`config.mk`:
```
export PLATFORM = sky130hd
export DESIGN_NAME = booth_mul_seq
export DESIGN_NICKNAME = d
export VERILOG_FILES = /design/src/rtl/booth_pkg.sv /design/src/rtl/booth_addsub.sv /design/src/rtl/booth_mul_seq.sv
export SDC_FILE = /design/constraint.sdc
export NUM_CORES = 1
export LEC_CHECK = 0
export ABC_AREA = 1
export CAP_MARGIN = 20
export CORE_MARGIN = 10
export CORE_UTILIZATION = 45
export DETAILED_ROUTE_END_ITERATION = 12
export HOLD_SLACK_MARGIN = 0.02
export PLACE_DENSITY = 0.72
export SETUP_SLACK_MARGIN = 0.02
export SLEW_MARGIN = 20
export SYNTH_ARGS = -nofsm -noshare
export SYNTH_HDL_FRONTEND = slang
export SYNTH_SLANG_ARGS = --single-unit
```
`constraint.sdc`:
```
create_clock -name clk -period 3.63 [get_ports clk]
set_clock_uncertainty 0.1 [all_clocks]
set_input_delay 0.726 -clock clk [delete_from_list [all_inputs] [get_ports clk]]
set_output_delay 0.726 -clock clk [all_outputs]
set_load 0.05 [all_outputs]
```
`src/rtl/booth_pkg.sv`:
```
// Shared types for the sequential Booth multiplier: FSM states and add/sub op-select.
package booth_pkg;

  typedef enum logic [1:0] {
    IDLE = 2'd0,
    CALC = 2'd1,
    DONE = 2'd2
  } state_t;

  typedef enum logic [1:0] {
    OP_NOP = 2'd0,
    OP_ADD = 2'd1,
    OP_SUB = 2'd2
  } op_t;

  // Radix-2 Booth recoding of the current multiplier bit pair {Q0, q-1}.
  function automatic op_t booth_op(input logic q0, input logic qm1);
    case ({q0, qm1})
      2'b10:   return OP_SUB;
      2'b01:   return OP_ADD;
      default: return OP_NOP;
    endcase
  endfunction

endpackage

```
`src/rtl/booth_addsub.sv`:
```
// Combinational accumulator update: A, A+M or A-M, wrapping modulo 2^W.
module booth_addsub
  import booth_pkg::*;
#(
  parameter int W = 17
) (
  input  logic [W-1:0] a,
  input  logic [W-1:0] m,
  input  op_t          op,
  output logic [W-1:0] sum
);

  always_comb begin
    sum = a;
    case (op)
      OP_ADD:  sum = a + m;
      OP_SUB:  sum = a - m;
      default: sum = a;
    endcase
  end

endmodule

```
`src/rtl/booth_mul_seq.sv`:
```
// Sequential radix-2 Booth multiplier, signed/unsigned, with valid/ready on both sides.
module booth_mul_seq
  import booth_pkg::*;
#(
  parameter int W = 16
) (
  input  logic           clk,
  input  logic           rst_n,
  input  logic           in_valid,
  output logic           in_ready,
  input  logic           is_signed,
  input  logic [W-1:0]   mcand,
  input  logic [W-1:0]   mplier,
  output logic           out_valid,
  input  logic           out_ready,
  output logic [2*W-1:0] product,
  output logic           busy
);

  localparam int CW = $clog2(W + 2);

  state_t        state;
  logic [W:0]    a;
  logic [W:0]    q;
  logic [W:0]    m;
  logic          qm1;
  logic [CW-1:0] count;
  logic [W:0]    sum;
  op_t           op;

  // One extra operand bit lets the same signed Booth datapath handle unsigned inputs.
  function automatic logic [W:0] extend(input logic [W-1:0] v, input logic sgn);
    return sgn ? {v[W-1], v} : {1'b0, v};
  endfunction

  assign op = booth_op(q[0], qm1);

  booth_addsub #(
    .W(W + 1)
  ) u_addsub (
    .a  (a),
    .m  (m),
    .op (op),
    .sum(sum)
  );

  always_ff @(posedge clk or negedge rst_n) begin
    if (!rst_n) begin
      state     <= IDLE;
      in_ready  <= 1'b1;
      out_valid <= 1'b0;
      busy      <= 1'b0;
      product   <= '0;
      a         <= '0;
      q         <= '0;
      m         <= '0;
      qm1       <= 1'b0;
      count     <= '0;
    end else begin
      case (state)
        IDLE: begin
          if (in_valid && in_ready) begin
            m        <= extend(mcand, is_signed);
            q        <= extend(mplier, is_signed);
            a        <= '0;
            qm1      <= 1'b0;
            count    <= CW'(W + 1);
            state    <= CALC;
            in_ready <= 1'b0;
            busy     <= 1'b1;
          end
        end
        CALC: begin
          if (count != '0) begin
            a     <= {sum[W], sum[W:1]};
            q     <= {sum[0], q[W:1]};
            qm1   <= q[0];
            count <= count - CW'(1);
          end else begin
            // Low 2*W bits of {A,Q}; the top two bits are pure sign extension.
            product   <= {a[W-2:0], q};
            out_valid <= 1'b1;
            state     <= DONE;
          end
        end
        DONE: begin
          if (out_ready) begin
            out_valid <= 1'b0;
            in_ready  <= 1'b1;
            busy      <= 1'b0;
            state     <= IDLE;
          end
        end
        default: begin
          state     <= IDLE;
          in_ready  <= 1'b1;
          out_valid <= 1'b0;
          busy      <= 1'b0;
        end
      endcase
    end
  end

endmodule

```
[Word-level counts from Yosys, hierarchy flattened]
Cells that the tools add are included.
Word-level totals
  bits in registers: 94
  bits of input ports: 37
  output and inout bits: 35
  word-level logic and storage cells: 63
Cells by class
  add/subtract/negate cells: 3
  equal/unequal tests: 10
  mux-type cells: 27
  bitwise gates (word level): 3
  reduce and logical (&&, ||, !) cells: 10
Operator list (number)
  17-bit two-way mux: 6
  17-bit one-hot mux with 2 select lines: 3
  17-bit adder: 1
  17-bit subtractor: 1
  3-bit AND reduction: 4
  5-bit two-way mux: 2
  5-bit one-hot mux with 2 select lines: 1
  1-bit one-hot mux with 3 select lines: 3
  2-bit != test, second input constant: 4
  2-bit by 1-bit equality test with 1-bit output, second input constant: 3
  2-bit equality test, second input constant: 3
  1-bit two-way mux: 6
  2-bit two-way mux: 3
  2-bit one-hot mux with 3 select lines: 1
  5-bit nonzero test: 1
  5-bit by 1-bit subtractor with 5-bit output, second input constant: 1
  2-bit one-hot mux with 2 select lines: 1
  2-bit AND reduction: 2
  1-bit inverter: 3
  2-bit zero test: 1
  1-bit one-hot mux with 2 select lines: 1
  2-bit nonzero test: 1
  1-bit logical AND: 1

[Longest topological paths before layout]
Gate-level depths: netlist (run 1).
  word-level depth: 6
  mapped depth: 20
  depth with buffers taken out: 19

[Cells and area by module]
From an unflattened synthesis (run 1), not the netlist that was laid out.
Unflattened totals
  cells, all modules: 770
  area, all modules: 5577.8 sq um
Modules (own cells, without submodules)
  booth_mul_seq: instances 1, cells each 477, area an instance 4066.4 sq um, sequential area each 2328.5 sq um
  booth_addsub: instances 1, cells each 293, area an instance 1511.4 sq um, sequential area each 0.0 sq um

[Worst setup path after synthesis (run 1)]
OpenSTA, ideal clock, no wires.
  path kind: flip-flop to flip-flop
  start: register q[0]
  end: register a[15]
  library setup time: 118 ps
  arrival time: 2248 ps
  data required time: 3412 ps
  path slack: 1164 ps
  stages on the path, launching flop included: 18
  path buffers: 1
  period minus slack after synthesis: 2466 ps
  cell sequence: dfrtp_1 -> ha_1 -> buf_2 -> inv_2 -> nand2_1 -> nand2_1 -> nor2_2 -> xor2_1 -> ha_1 -> nand2_1 -> inv_1 -> nand2_1 -> nor3_1 -> nand2_1 -> nand2_1 -> nand3_1 -> nand3b_1 -> nand2_1
On the way
  cells in the longest elaborated chain, start to end: 6
  elaborated cells on any way between the ends: 8
  those cells by class: 4 x eq/ne; 4 x mux
RTL lines
  start: declaration: line booth_mul_seq.sv:24  | logic [W:0] q;
  start signal: assignment: line booth_mul_seq.sv:64  | q <= extend(mplier, is_signed);
  start signal: assignment: line booth_mul_seq.sv:76  | q <= {sum[0], q[W:1]};
  2-bit by 1-bit equality test with 1-bit output or 2-bit equality test (tied branches): line booth_pkg.sv:18  | case ({q0, qm1})
  2-bit one-hot mux with 2 select lines *: line booth_pkg.sv:18
  2-bit equality test or 2-bit by 1-bit equality test with 1-bit output (tied branches): line booth_addsub.sv:15  | case (op)
  17-bit one-hot mux with 2 select lines *: line booth_addsub.sv:15
  17-bit two-way mux *: line booth_mul_seq.sv:74  | if (count != '0) begin
  17-bit one-hot mux with 2 select lines *: line booth_mul_seq.sv:60  | case (state)
  end signal: assignment: line booth_mul_seq.sv:75  | a <= {sum[W], sum[W:1]};
  end: declaration: line booth_mul_seq.sv:23  | logic [W:0] a;
Every way passes the cells marked *; elsewhere a longest branch is shown, timed or not. The select of a mux whose other input is x is not followed.
A chain may end at the register's enable or synchronous reset.

[Worst setup path after layout (run 1)]
  start: register qm1
  end: register a[12]
On the way
  cells in the longest elaborated chain, start to end: 6
  elaborated cells on any way between the ends: 8
  those cells by class: 4 x eq/ne; 4 x mux
RTL lines
  start: declaration: line booth_mul_seq.sv:26  | logic qm1;
  start signal: assignment: line booth_mul_seq.sv:77  | qm1 <= q[0];
  2-bit by 1-bit equality test with 1-bit output or 2-bit equality test (tied branches): line booth_pkg.sv:18
  2-bit one-hot mux with 2 select lines *: line booth_pkg.sv:18
  2-bit equality test or 2-bit by 1-bit equality test with 1-bit output (tied branches): line booth_addsub.sv:15
  17-bit one-hot mux with 2 select lines *: line booth_addsub.sv:15
  17-bit two-way mux *: line booth_mul_seq.sv:74
  17-bit one-hot mux with 2 select lines *: line booth_mul_seq.sv:60
Marked as above.

==> results of run 1 <==
kinds of logic (layout without fill, tap and decap cells):
group                      Yosys count  count (layout)  share of synthesized area (%)
and+or+nand+nor                    335             335                          25.52
AOI/OAI and AO/OA                  121             121                          12.67
DFF                                 93              93                          43.42
buffers and inverters              139             205                          10.97
adders and majority gates           20              20                          4.806
xor gates and xnor gates            16              16                          2.613
worst max-delay path, cell delays in order (launching register included):
cell and delay [ps]:
dfrtp_1 360, inv_1 70, ha_1 340, inv_2 170, nand2_1 180, nand2_1 120
nor2_2 140, xor2_1 190, ha_1 310, nand2_1 190, inv_1 60, nand2_1 60
nand2_1 50, a21oi_1 170, nand2_1 80, nand2_1 60, nand3_1 70, nand2_1 90
nand2_1 50
cell usage in the layout (no fill, tap or decap), types with 2 or more instances in the layout:
cell type / instances
nand2_1: 249
o221ai_1: 2
nand4_1: 4
nand3_1: 27
nor3_1: 5
ha_1: 19
inv_8: 2
o21ai_0: 16
a21oi_1: 17
nand2_2: 3
xor2_1: 11
clkbuf_16: 9
inv_2: 7
xnor2_1: 5
o211ai_1: 17
nor2_2: 4
clkinv_4: 2
o21ai_1: 60
inv_1: 109
nor2_1: 37
clkdlybuf4s50_1: 70
o22ai_1: 6
dfrtp_1: 92
sequential cells by signal, summed over array words and instances, names as in the netlist:
register and flops:
a 16, q 17, state 2, product 32
in_ready 1, m 17, qm1 1, count 5
busy 1, out_valid 1
synthesized netlist by cell type, types with 2 or more instances:
| cell type | count | share of area (%) |
|---|---|---|
| o211ai_1 | 17 | 2.4 |
| clkbuf_1 | 2 | 0.14 |
| nor2_2 | 4 | 0.47 |
| nand2_1 | 249 | 17 |
| dfrtp_1 | 92 | 43 |
| buf_2 | 9 | 0.84 |
| ha_1 | 19 | 4.4 |
| o221ai_1 | 2 | 0.33 |
| inv_2 | 7 | 0.49 |
| inv_1 | 109 | 7.6 |
| buf_6 | 5 | 1.0 |
| nor3_1 | 5 | 0.47 |
| a21oi_1 | 17 | 1.6 |
| buf_1 | 2 | 0.14 |
| xnor2_1 | 5 | 0.82 |
| nand4_1 | 4 | 0.47 |
| nand3_1 | 27 | 2.5 |
| buf_4 | 4 | 0.56 |
| nor2_1 | 37 | 2.6 |
| o21ai_1 | 60 | 5.6 |
| o21ai_0 | 16 | 1.5 |
| nand2_2 | 3 | 0.35 |
| o22ai_1 | 6 | 0.70 |
| xor2_1 | 11 | 1.8 |
per-layer routing:
metal | part of all wire, % | routed length [µm]
met2 | 46 | 6172
met5 | 0 | 0
met1 | 48 | 6352
met3 | 5.0 | 666
met4 | 1.3 | 174
stage by stage:
step	util [%]	instance area (µm²)	setup slack (ps)	instances	hold WS, ps
6_report	55.41	6409	641.6	933	308.8
5_1_grt	55.41	6409	326.4	933	362.9
4_1_cts	55.41	6409	646.7	933	349.4
3_5_place_dp	52.95	6123	690.8	917	363.5
3_3_place_gp	52.95	6123	719.2	917	353.8
2_1_floorplan	-	5363	1164	724	330.4
final cells by class:
| cell class | count | area, µm² | area share, % |
|---|---|---|---|
| clock buffers | 10 | 229.0 | 3.573 |
| clock inverters | 6 | 56.30 | 0.8786 |
| inverters | 117 | 441.7 | 6.892 |
| multi-input cells | 492 | 2446 | 38.17 |
| flip-flops and latches | 93 | 2328 | 36.33 |
| well taps | 143 | 178.9 | 2.792 |
| repair buffers | 72 | 728.2 | 11.36 |
worst paths after layout:
path | startpoint | end | cells past startpoint
worst max-delay path | qm1 | a[12] | 18
worst min-delay path | rst_n | q[13] | 2
worst max register to register | qm1 | a[12] | 18
worst min register to register | product[31] | product[31] | 2
max in group asynchronous | rst_n | product[21] | 2
min in group clk | product[31] | product[31] | 2
==> results by group, run 1 <==
Status
  – Outcome: finished, final reports clean

Die
  – Core area: 11560 µm²
  – Horiz. Die Dim: 129.2 µm
  – Ports: 72
  – Die ar.: 16680 µm²
  – Core Rows: 39
  – Initial Util: 46.37%
  – Die span in y: 129.2 µm

Setup path
  – Crit end category: flop
  – R2r setup slk: 640 ps
  – Startpoint Class: flop
  – Critical Path RT: 3760 ps
  – CP max FO: 10
  – Crit Path Class: flop to flop
  – CP Data Arrival Time: 3120 ps

Drt
  – Via count: 4691
  – Vias/cell: 5.028
  – Wire per inst: 14.32 µm
  – Detailed Route Iter0 Violations: 356
  – Antenna-violating nets left: 0
  – DRC errors left: 0
  – Detailed Route WL: 13360 µm
  – First-pass DRT Iterations: 4

Final layout
  – Nets: 842
  – ANT cells: 0
  – FILL cells: 1144
  – Share of layout cells above drive strength 1: 4.937%
  – Area delta synth->final: 19.51%

GRT
  – Met2 Track Usage GR: 26.87%
  – Initial antenna violation count: 0
  – Met3 Resource Use GR: 3.018%
  – First-pass GRT wire length: 22270 µm
  – GRT Residual Overflow: 0
  – Pin count of the biggest net entering global routing: 94
  – GRT Total Usage: 16.30%
  – GRT busiest layer: met2
  – Vias in the first global route: 4553
  – GR Util met1: 21.51%

Synthesis
  – Synthesis warning total: 0
  – Mapped Cells: 724
  – FFs w/ async S/R, synth: 100.0%
  – Post-synth cell types: 36
  – Sequential share of the synthesized area: 43.42%
  – Synthesized area per cell: 7.407 µm²
  – Post-synth EDFFs: 0
  – Seq cells post-synth: 93
  – Top FF cell, synth: dfrtp_1
  – Mapped Nets: 781
  – Mapped cell area: 5363 µm²

STA
  – RSZ-0062 raised after global routing: no
  – Final Hold Violating Endpoints: 0
  – Tmin final: 2988 ps
  – Post-route clock period utilization: 82.32%
  – Setup Viol. Count Final: 0
  – Fin. max-slew vios: 0
  – Fmax: 0.3346 GHz
  – Max-slew headroom: 33.23%
  – Worst-Margin Slew: 1002 ps
  – Setup TNS: 0 ps

Clocking
  – CTS hold repair buffers: 0
  – H-Tree Depth: 3
  – Num CTS Buffers: 9
  – Clock Root Buffer: clkbuf_16
  – Max clock buf depth: 2
  – CTS tree: yes
  – Clock Latency Late Sink: 350 ps
  – Clock slew at reported path FFs: 70 ps
  – CTS sink cnt: 93
  – Number of cells upsized or downsized after cts: 0
  – Post-CTS Setup Inserts: 0

Placement
  – Gp weighted congestion: 0.9166
  – Input/output buffers: 71
  – DPL Wire Length: 9937 µm

Flow run
  – MaxCap Viol Count: 0

Hold path
  – Hold WC Path Type: primary input to async pin
Power of run 1 is not shown: default switching activity piles up to over one toggle a cycle in this logic, so the estimate is an artifact.
==> run 2: changes to the inputs <==
clock period = 3.05 ns   (was 3.63 ns; I/O delays follow)
==> run 2 against run 1 <==
Against the previous run:
- cell count is 0.43% higher
- count of clock-buffer cells in the layout up 2
- via count is 0.41% lower
- die area did not move
- register-to-register slack got worse by 350 ps
- fmax up 8.4%
- sequential share of layout area shrank 0.21 points
- critical path type unchanged
- critical endpoint is now a[11]
==> results by group, run 2 (synthesis gave the netlist of run 1 again) <==
Status
  – Outcome: finished, final reports clean

STA
  – Post-route clock period utilization: 90.42% (+8.1 points)
  – Setup Viol. Count Final: 0 (unchanged)
  – Fin. max-slew vios: 0 (unchanged)
  – Tmin final: 2758 ps (-230.4 ps)
  – RSZ-0062 raised after global routing: no
  – Worst-Margin Slew: 1009 ps (+7.191 ps)
  – Final WS setup: 292.1 ps (-349.6 ps)
  – Final Hold Violating Endpoints: 0 (unchanged)
  – Fmax: 0.3626 GHz (+8.4%)
  – Setup TNS: 0 ps (unchanged)
  – Max-slew headroom: 32.75% (-0.48 points)
  – Hold_ws: 279.2 ps (-29.62 ps)

Setup path
  – CP bufs+invs: 2 (-1)
  – Worst-path cell chain: ha_1 > buf_4 > a31oi_1 > xor2_1 > inv_1 > ha_1 > or2_1 > nand3_1 > nand2_1 > nand2_1 > nand2_1 > nand2_1 > nand3_1 > nand2_1 > nand2_1
  – CP Data Arrival Time: 2890 ps (-230 ps)
  – CP max stage cell: dfrtp_1
  – Crit end category: flop
  – Cell mode on critical path: nand2_1
  – Critical Path RT: 3190 ps (-570 ps)
  – R2r setup slk: 290 ps (-350 ps)
  – CP Launch Point: q[0]
  – Startpoint Class: flop
  – Reg2reg start: q[0]
  – Crit path max-delay family: simple AND/OR/NAND/NOR gates
  – Reg-to-Reg End: a[11]
  – Crit Path Class: flop to flop
  – Reg2reg path depth: 15 (-3)
  – Max incr delay on CP: 380 ps (+20 ps)
  – CP max FO: 8 (-2)
  – WP depth: 15 (-3)
  – Critical path endpoint: a[11]

Drt
  – Detailed Route Iter0 Violations: 417 (+17%)
  – First-pass DRT Iterations: 4 (unchanged)
  – Detailed Route WL: 12980 µm (-2.8%)
  – Via count: 4672 (-0.41%)
  – Vias/cell: 4.986 (-0.83%)
  – DRC errors left: 0 (unchanged)
  – Antenna-violating nets left: 0 (unchanged)
  – Wire per inst: 13.86 µm (-3.3%)

Clocking
  – Num CTS Buffers: 9 (unchanged)
  – CTS tree: yes
  – Clock Latency Late Sink: 350 ps (about the same)
  – Max clock buf depth: 2 (unchanged)
  – Clock slew at reported path FFs: 70 ps (about the same)
  – H-Tree Depth: 3 (unchanged)
  – CTS hold repair buffers: 0 (unchanged)
  – CTS sink cnt: 93 (unchanged)
  – Clock Root Buffer: clkbuf_16

Final layout
  – Biggest regs: product (32), m (17), q (17)
  – Share of layout cells above drive strength 1: 5.416% (+0.48 points)
  – Reg with most FFs: product
  – FILL cells: 1101 (-3.8%)
  – Most frequent cells in the layout: nand2_1 (249), inv_1 (109), dfrtp_1 (92)
  – Nets: 846 (+0.48%)
  – Fin cells: 937 (+0.43%)
  – Largest register FFs: 32 (unchanged)
  – ANT cells: 0 (unchanged)
  – Area delta synth->final: 20.21%
  – Leading cell type in the layout, fill and taps excluded: nand2_1

Die
  – Core area: 11560 µm² (unchanged)
  – Initial Util: 46.37% (unchanged)
  – Core Rows: 39 (unchanged)
  – Ports: 72 (unchanged)
  – Die span in y: 129.2 µm (unchanged)
  – Horiz. Die Dim: 129.2 µm (unchanged)
  – Die ar.: 16680 µm² (unchanged)

GRT
  – Met3 Resource Use GR: 3.303% (+0.29 points)
  – GRT Residual Overflow: 0 (unchanged)
  – Pin count of the biggest net entering global routing: 74 (-21%)
  – GRT Total Usage: 15.94% (-0.36 points)
  – GRT busiest layer: met2
  – First-pass GRT wire length: 21610 µm (-2.9%)
  – Initial antenna violation count: 0 (unchanged)
  – Vias in the first global route: 4467 (-1.9%)
  – GR Util met1: 20.97% (-0.54 points)
  – Met2 Track Usage GR: 25.39% (-1.5 points)

Placement
  – Input/output buffers: 71 (unchanged)
  – DPL Wire Length: 9696 µm (-2.4%)
  – Placement Setup Slack: 329.4 ps (-361.4 ps)
  – Number of placed instances, taps included: 920 (+0.33%)
  – Gp weighted congestion: 0.9136 (-0.33%)

Hold path
  – Hold WC Path Type: primary input to async pin

Flow run
  – MaxCap Viol Count: 0 (unchanged)
## run 2: cell count changes in the layout (fill, tap and decap cells not counted), sizes merged
cell,previous run,this run
buf,2,6
bufinv,0,1
clkbuf,10,12
clkinv,2,0
inv,120,119
## run 2: final cells by class
type	count	area (µm²)	share of cell area, %
inverters	117	441.7	6.852
multi-input cells	492	2450	38.00
clock buffers	12	246.5	3.824
well taps	143	178.9	2.776
clock inverters	4	55.05	0.8540
flip-flops and latches	93	2328	36.12
repair buffers	76	745.7	11.57
## run 2: worst min-delay path by stage
stage                      startpoint          end
after floorplan                 rst_n         a[0]
after global placement    product[25]  product[25]
after detailed placement  product[25]  product[25]
after CTS                       rst_n        q[13]
after global routing            rst_n        q[13]
final                           rst_n        q[13]
## run 2: worst register-to-register path, stage by stage (launching register included)
cell     delay [ps]
dfrtp_1         380
ha_1            230
buf_4           170
a31oi_1         170
xor2_1          170
inv_1            90
ha_1            350
or2_1           250
nand3_1         130
nand2_1         130
nand2_1         110
nand2_1          60
nand2_1          50
nand3_1          90
nand2_1         110
nand2_1          50
## run 2: what timing repair did
| action | 4_1_cts | 5_1_grt |
|---|---|---|
| resized for setup | 0 | 1 |
| setup buffers | 0 | 1 |
| setup endpoints to repair | 0 | 2 |
## run 2: through the flow
stage / utilization, % / instance area (µm²)
after detailed placement: 53.03 / 6133
after global routing: 55.74 / 6446
after floorplan: - / 5363
final: 55.74 / 6446
after CTS: 55.64 / 6435
after global placement: 53.03 / 6133
## run 2: per-layer routing
metal	part of all wire (%)	routed length, µm
met5	0	0
met4	1.5	189
met3	5.4	699
met2	46	5945
met1	47	6148
Power of run 2 is left out for the same reason.
